===== src/rtl/reg_dump_uart.sv =====
// Register-file dump serializer: snapshots the 1024-bit debug bus on a trigger
// and streams a header byte plus 128 register bytes out as 8N1 UART frames.
`timescale 1ns/1ps

module reg_dump_uart #(
   parameter int          CLKS_PER_BIT = 434,
   parameter logic [7:0]  HEADER       = 8'hA5
) (
   input  logic          clk,
   input  logic          reset_n,
   input  logic [1023:0] regs,
   input  logic          trigger,
   output logic          tx,
   output logic          busy,
   output logic          done
);

   localparam int               BAUD_W    = (CLKS_PER_BIT > 1) ? $clog2(CLKS_PER_BIT) : 1;
   localparam logic [BAUD_W-1:0] BAUD_LAST = BAUD_W'(CLKS_PER_BIT - 1);
   localparam logic [7:0]       LAST_BYTE = 8'd128;

   typedef enum logic [1:0] {S_IDLE, S_START, S_DATA, S_STOP} state_e;

   state_e              state_q, state_d;
   logic [1023:0]       snap_q, snap_d;
   logic [7:0]          byte_idx_q, byte_idx_d;
   logic [2:0]          bit_idx_q, bit_idx_d;
   logic [BAUD_W-1:0]   baud_q, baud_d;
   logic                tx_q, tx_d;
   logic                busy_q, busy_d;
   logic                done_q, done_d;

   logic [6:0]          data_idx;
   logic [7:0]          cur_byte;
   logic                baud_done;

   // Byte k>0 is byte (3 - (k-1)%4) of register (k-1)/4, so MSB first per register.
   always_comb begin
      data_idx = byte_idx_q[6:0] - 7'd1;
      cur_byte = (byte_idx_q == 8'd0) ? HEADER
                                      : snap_q[{data_idx[6:2], ~data_idx[1:0], 3'b000} +: 8];
   end

   assign baud_done = (baud_q == BAUD_LAST);

   // NOTE: every _d gets its default first, so no path through the case can infer a latch.
   always_comb begin
      state_d    = state_q;
      snap_d     = snap_q;
      byte_idx_d = byte_idx_q;
      bit_idx_d  = bit_idx_q;
      baud_d     = '0;
      tx_d       = tx_q;
      busy_d     = busy_q;
      done_d     = 1'b0;

      if (state_q != S_IDLE) begin
         baud_d = baud_done ? '0 : baud_q + 1'b1;
      end

      unique case (state_q)
         S_IDLE: begin
            if (trigger) begin
               snap_d     = regs;
               byte_idx_d = 8'd0;
               bit_idx_d  = 3'd0;
               busy_d     = 1'b1;
               tx_d       = 1'b0;
               state_d    = S_START;
            end
         end
         S_START: begin
            if (baud_done) begin
               bit_idx_d = 3'd0;
               tx_d      = cur_byte[0];
               state_d   = S_DATA;
            end
         end
         S_DATA: begin
            if (baud_done) begin
               if (bit_idx_q == 3'd7) begin
                  tx_d    = 1'b1;
                  state_d = S_STOP;
               end else begin
                  bit_idx_d = bit_idx_q + 3'd1;
                  tx_d      = cur_byte[bit_idx_q + 3'd1];
               end
            end
         end
         S_STOP: begin
            if (baud_done) begin
               if (byte_idx_q == LAST_BYTE) begin
                  byte_idx_d = 8'd0;
                  busy_d     = 1'b0;
                  done_d     = 1'b1;
                  state_d    = S_IDLE;
               end else begin
                  // Next frame's start bit follows the stop bit with no idle gap.
                  byte_idx_d = byte_idx_q + 8'd1;
                  tx_d       = 1'b0;
                  state_d    = S_START;
               end
            end
         end
         default: state_d = S_IDLE;
      endcase
   end

   // NOTE: state registers use non-blocking assignments so every flop samples pre-edge values.
   // NOTE: the wide snapshot is reset too, so a dump can never expose stale pre-reset data.
   always_ff @(posedge clk or negedge reset_n) begin
      if (!reset_n) begin
         state_q    <= S_IDLE;
         snap_q     <= '0;
         byte_idx_q <= 8'd0;
         bit_idx_q  <= 3'd0;
         baud_q     <= '0;
         tx_q       <= 1'b1;
         busy_q     <= 1'b0;
         done_q     <= 1'b0;
      end else begin
         state_q    <= state_d;
         snap_q     <= snap_d;
         byte_idx_q <= byte_idx_d;
         bit_idx_q  <= bit_idx_d;
         baud_q     <= baud_d;
         tx_q       <= tx_d;
         busy_q     <= busy_d;
         done_q     <= done_d;
      end
   end

   assign tx   = tx_q;
   assign busy = busy_q;
   assign done = done_q;

endmodule


===== config.mk =====
export PLATFORM = sky130hd
export DESIGN_NAME = reg_dump_uart
export DESIGN_NICKNAME = d
export VERILOG_FILES = /design/src/rtl/reg_dump_uart.sv
export SDC_FILE = /design/constraint.sdc
export NUM_CORES = 2
export LEC_CHECK = 0
export BUFFER_PORTS_ARGS = -buffer_cell sky130_fd_sc_hd__buf_2
export CAP_MARGIN = 20
export CORE_AREA = 2 2 406 408
export DETAILED_ROUTE_END_ITERATION = 6
export DIE_AREA = 0 0 408 410
export HOLD_SLACK_MARGIN = 0.1
export PLACE_DENSITY = 0.52
export SYNTH_ARGS = -nofsm -noshare
export SYNTH_HDL_FRONTEND = slang
export SYNTH_SLANG_ARGS = --single-unit

===== constraint.sdc =====
create_clock -name clk -period 4.1 [get_ports clk]
set_input_delay 0.82 -clock clk [delete_from_list [all_inputs] [get_ports clk]]
set_output_delay 0.82 -clock clk [all_outputs]
set_load 0.01 [all_outputs]

Word level (Yosys, flattened, before mapping):

Cells that the tools add are included.

* $add $sub $neg: 4
* $lt $le $gt $ge: 1
* eq/ne operators: 14
* shift-type cells: 1
* muxes and demuxes: 35
* bitwise gates (word level): 1
* reductions and logical operators: 11

Operators with widths (number)
* $shiftx 1024x11->8: 1
* $mux 8: 4
* $mux 9: 2
* $ne 2x2->1 const B: 8
* $pmux 8 s2: 1
* $reduce_and 5->1: 3
* $mux 1: 14
* $mux 3: 4
* $mux 2: 5
* $add 9x1->9 const B: 1
* $eq 9x9->1 const B: 1
* $pmux 3 s3: 1
* $add 8x1->8 const B: 1
* $eq 8x8->1 const B: 1
* $logic_not 8->1: 1
* $pmux 2 s4: 1
* $sub 7x1->7 const B: 1
* $eq 2x2->1 const B: 2
* $lt 3x4->1 const B: 1
* $pmux 1 s4: 1
* $reduce_and 4->1: 1
* $reduce_bool 2->1: 2
* $add 3x1->3 const B: 1
* $bmux 1 s3: 1
* 8 further kinds: 8

* flip-flop bits (word level): 1049
* input port bits: 1027
* output and inout port bits: 3
* word-level logic and storage cells: 75

Longest topological paths before layout:

* depth in word-level cells: 9
* gate-level depth with buffers: 20
* gate-level depth less buffers: 11

Least setup slack after synthesis:

OpenSTA, ideal clock, no wires.

* kind: reg2reg
* start: register byte_idx_q[0]
* end: register tx_q, in the netlist tx
* setup time: 0.083 ns
* data arrival time: 4.322 ns
* required time: 4.017 ns
* slack: -0.305 ns
* cell stages (with the launch flop): 20
* path buffers: 9
* clock period less this slack: 4.405 ns
* cell sequence: dfrtp_1 buf_2 buf_4 buf_4 buf_2 buf_2 inv_1 ha_1 clkbuf_1 buf_1 buf_1 clkbuf_1 mux4_2 nand2_1 nand3_1 nand4_1 nand4_1 a31oi_1 o22ai_1 a221o_1

* longest elaborated chain between the ends: 9
* elaborated cells between the ends (all ways): 14
* those cells by class: add/sub: 1; eq/ne: 2; shift: 1; mux: 7; bitwise: 1; reduce/logical: 2

Ends and longest elaborated chain
* from (decl): line 26 `logic [7:0] byte_idx_q, byte_idx_d;`
* from (signal assigned): line 124 `byte_idx_q <= byte_idx_d;`
* $sub 7x1->7: line 39 `data_idx = byte_idx_q[6:0] - 7'd1;`
* $not 2->2: line 41 `: snap_q[{data_idx[6:2], ~data_idx[1:0], 3'b000} +: 8];`
* $shiftx 1024x11->8: line 41
* $mux 8: line 40 `cur_byte = (byte_idx_q == 8'd0) ? HEADER`
* $bmux 1 s3: line 86 `tx_d = cur_byte[bit_idx_q + 3'd1];`
* $mux 1 (not written as such): line 86
* $mux 1: line 81 `if (bit_idx_q == 3'd7) begin`
* $mux 1: line 80 `if (baud_done) begin`
* $pmux 1 s4: line 61 `unique case (state_q)`
* to (signal assigned): line 127 `tx_q <= tx_d;`
* to (decl): line 29 `logic tx_q, tx_d;`

Several ways; a longest one is shown, not always the timed one. The select of a mux whose other input is x is not followed.
A chain may end at the register's enable or synchronous reset.

Worst setup path in the final report:

Same ends and word-level chain as after synthesis.

==> metrics.log <==
[metrics] cell taking the most area after synthesis: dfrtp_1
[metrics] io pins: about 1,000
[metrics] run status: complete, no violations
[metrics] cell-internal power: 34.02 mW
[metrics] Synth warnings: 0
[metrics] worst-case clock skew: 0.04120 ns
[metrics] Total Wirelength: approximately 180,000 µm
[metrics] fraction of layout cells with a size suffix above 1: 62.81%
[metrics] worst hold slack: 0.1778 ns
[metrics] synth top area cells: dfrtp_1 (55%), mux2_2 (24%), mux4_2 (12%), nand2_1 (1.3%), clkbuf_1 (1.2%)
[metrics] Std-Cell Core Area: 163,500 µm²
[metrics] post-synthesis sequential area ratio: 55.12%
[metrics] count of input and output buffers: 1,029
[metrics] Final Hold Viols: 0
[metrics] root buffer cell: clkbuf_16
[metrics] data required time of the worst path: 4.79 ns
[metrics] share of Yosys cell area claimed by the top area cell type: 55.06%
[metrics] clock tree from TritonCTS: done
[metrics] Mapped Nets: 4,112
[metrics] number of global-route vias before repair: 33,720
[metrics] share of the clock period used by the worst path: 96.04%
[metrics] total via count after detailed routing: 31,800
[metrics] placement-stage cell area: 56,130 µm²
[metrics] Leakage: approximately 26 nW
[metrics] switching fraction of total power: 35.36%
[metrics] worst reg-to-reg setup slack: 0.16 ns
[metrics] sequential power share: a little over a third
[metrics] HPWL reported at the end of detailed placement: 140,200 µm
[metrics] Post-synth top flop: dfrtp_1
[metrics] Total Neg Setup Slack: 0 ns
[metrics] sw power: 18.61 mW
[metrics] Max Clk Rate: 254.0 MHz
[metrics] worst setup timing slack at the placement stage: 0.04397 ns
[metrics] power density normalized to cell area: 868.0 nW/µm²
[metrics] number of antenna violations at the first check in global routing: 183
[metrics] most common cell after layout, fill and taps aside: dfrtp_1
[metrics] startpoint of the worst register-to-register path: byte_idx_q[0]$_DFFE_PN0P_
[metrics] number of maximum-capacitance constraint violations: 0
[metrics] # rows: 149
[metrics] element type at the critical path end: flip-flop
[metrics] Comb power frac: 42.8%
[metrics] Reg clk slew, reported paths: 0.06 ns
[metrics] clock sink total: 1,049
[metrics] setup slack of the critical path after layout: ~0.16 ns
[metrics] async set or reset register ratio after synthesis: 100.0%
[metrics] setup repair after global routing missed its margin: no
[metrics] met3 layer usage reported by global route: 6.215%
[metrics] number of pins with negative max-slew slack in the final report: 0
[metrics] final instance area: around 61,000 µm²
[metrics] H-Tree Level Count: 3
[metrics] Util after Layout: 37.08%
[metrics] met2 usage: 34.54%
[metrics] startpoint class of the critical path: flip-flop
[metrics] number of nets in the finished design: about 5,200
[metrics] drt drc: 0
[metrics] initial core utilization: 29.13%
[metrics] combined area of all synthesized cells: approximately 48,000 µm²
[metrics] transition time at the pin with the least slew margin: roughly 0.9 ns
[metrics] highest fanout seen on the critical path: 12
[metrics] most used routing layer in global routing: met2
[metrics] drt wl/cell: 28.03 µm
[metrics] Post-DRT Antenna Nets: 0
[metrics] critical path start-end classification: reg -> reg
[metrics] maximum number of pins on one net before global-route repair: approximately 100
[metrics] Worst Hold Class: in -> async
[metrics] fillcell total: 15,900
[metrics] first-pass GRT wire length: around 250,000 µm
[metrics] register bit count reported by yosys: 1,049
[metrics] GR Util All Layers: 21.31%
[metrics] number of enable-type register cells in the synthesized netlist: 0
[metrics] Layout Cells excl Fill: about 6,500
[metrics] routing usage on met1: 26.69%
[metrics] per-cell via count in the routed design: 4.879
[metrics] CP arrival: 4.63 ns
[metrics] count of hold-fix buffers inserted at cts: 0
[metrics] worst voltage drop across the vdd grid: 0.5451 mV
[metrics] mean area per synthesized cell: 15.49 µm²
[metrics] synth-to-layout area growth: 27.30%
[metrics] global-route congestion overflow total: 0
[metrics] clock insertion delay at the later pin of the skew report: 0.76 ns
[metrics] Final Power: 52.63 mW
[metrics] Finish-stage setup viols: 0
[metrics] Reg-to-Reg End: tx$_DFFE_PN1P_
[metrics] logic depth of the worst register-to-register path: 12
[metrics] number of distinct library cells after synthesis: slightly below 60
[metrics] die outline width: a little over 400 µm
[metrics] Placer Congestion: 0.8475
[metrics] maximum number of buffers from clock root to sink: 3
[metrics] number of buffers inserted during clock tree synthesis: 121
[metrics] Die Height: 410 µm
[metrics] number of optimization iterations in the first detailed-route pass: 5
[metrics] CP Launch Point: byte_idx_q[0]$_DFFE_PN0P_
[metrics] commonest cells after routing, fill and taps aside: dfrtp_1 (1,047), mux2_2 (1,028), buf_2 (1,028)
[metrics] clock share of power: 21.8%
[metrics] relative slew slack: 39.22%
[metrics] number of cells produced by synthesis: about 3,100
[metrics] initial detailed-routing violation count: 2,096
[metrics] final critical delay including setup and external delays: 3.938 ns
[metrics] placed instance count: slightly above 6,000
[metrics] area enclosed by the die boundary: 167,300 µm²
flip-flops by register name (all words and copies together), names as in the netlist:
name        cells
baud_q          9
bit_idx_q       3
busy            1
byte_idx_q      8
done            1
snap_q       1024
state_q         2
tx              1
Yosys cell counts (4+ instances only):
cell type / number
dfrtp_1: 1048
mux2_2: 1028
mux4_2: 257
nand2_1: 159
clkbuf_1: 150
nand3_1: 66
mux2i_1: 49
buf_2: 43
nor2_1: 34
nand4_1: 28
o21ai_0: 20
a31oi_1: 17
buf_1: 16
and3_1: 13
o211ai_1: 11
a32oi_1: 10
ha_1: 10
inv_1: 9
a311oi_1: 8
buf_4: 8
nor3_1: 7
o31ai_1: 6
xnor2_1: 6
a21oi_1: 5
a221oi_1: 4
a22oi_1: 4
nand2b_1: 4
o22ai_1: 4
xor2_1: 4
worst max path at each step:
stage | endpoint | slack, ns | cells past startpoint
after floorplan | tx$_DFFE_PN1P_ | 0.02 | 16
after global placement | tx$_DFFE_PN1P_ | 0.03 | 13
after detailed placement | tx$_DFFE_PN1P_ | 0.04 | 12
after CTS | tx$_DFFE_PN1P_ | 0.01 | 12
after global routing | tx$_DFFE_PN1P_ | 0.003 | 12
final | tx$_DFFE_PN1P_ | 0.16 | 12
area by class of cell:
cell class,instances,area (µm²),share of cell area (%)
inverters,9,33.78,0.05572
well taps,2189,2739,4.517
clock buffers,171,3466,5.716
flip-flops and latches,1049,26260,43.30
repair buffers,1161,6676,11.01
diodes,89,222.7,0.3673
clock inverters,54,760.7,1.255
multi-input cells,1796,20480,33.77
cell families (layout without fill, tap and decap cells):
family                     count (synthesis)  after routing  synth area share (%)
adders and majority gates                 10             10                0.2627
DFF                                     1049           1049                 55.12
and+or+nand+nor                          328            328                 3.132
muxes                                   1334           1334                 37.49
xor gates and xnor gates                  11             11                0.2180
other                                      0             89                     0
buffers and inverters                    230           1395                 2.070
AOI/OAI and AO/OA                        113            113                 1.710
worst max-delay path, stage by stage, from the launching register on:
cell and delay, ns:
dfrtp_4 0.54, inv_1 0.15, ha_4 0.22, xor2_4 0.24
clkbuf_16 0.25, mux4_2 0.53, o211ai_1 0.55, a22oi_1 0.18
and3_1 0.22, a211o_1 0.30, a31oi_1 0.18, o22ai_1 0.12
a221o_1 0.36
repair_timing:
| action | in CTS | in global routing |
|---|---|---|
| setup endpoints to repair | 0 | 1 |
| endpoints found under the hold margin | 0 | 0 |
| buffers inserted | 0 | 3 |
| gates resized for setup | 0 | 2 |
per-layer routing:
layer	share of wire [%]	wire length [µm]	vias up
met5	0.34	627	-
met4	3.1	5657	102
met3	6.8	12410	401
met2	49	88740	1043
met1	41	75270	16520
li1	-	-	13740
power by group through the flow:
stage | clock (mW) | sequential, mW | combinational, mW
final | 11.5 | 18.6 | 22.5
after global routing | 12.2 | 19.2 | 24.2
after CTS | 11.8 | 18.6 | 23.0
after detailed placement | 0 | 18.7 | 22.9
after global placement | 0 | 18.6 | 22.6
after floorplan | 0 | 17.3 | 14.9
No activity file was read; power rests on OpenSTA's default activity.
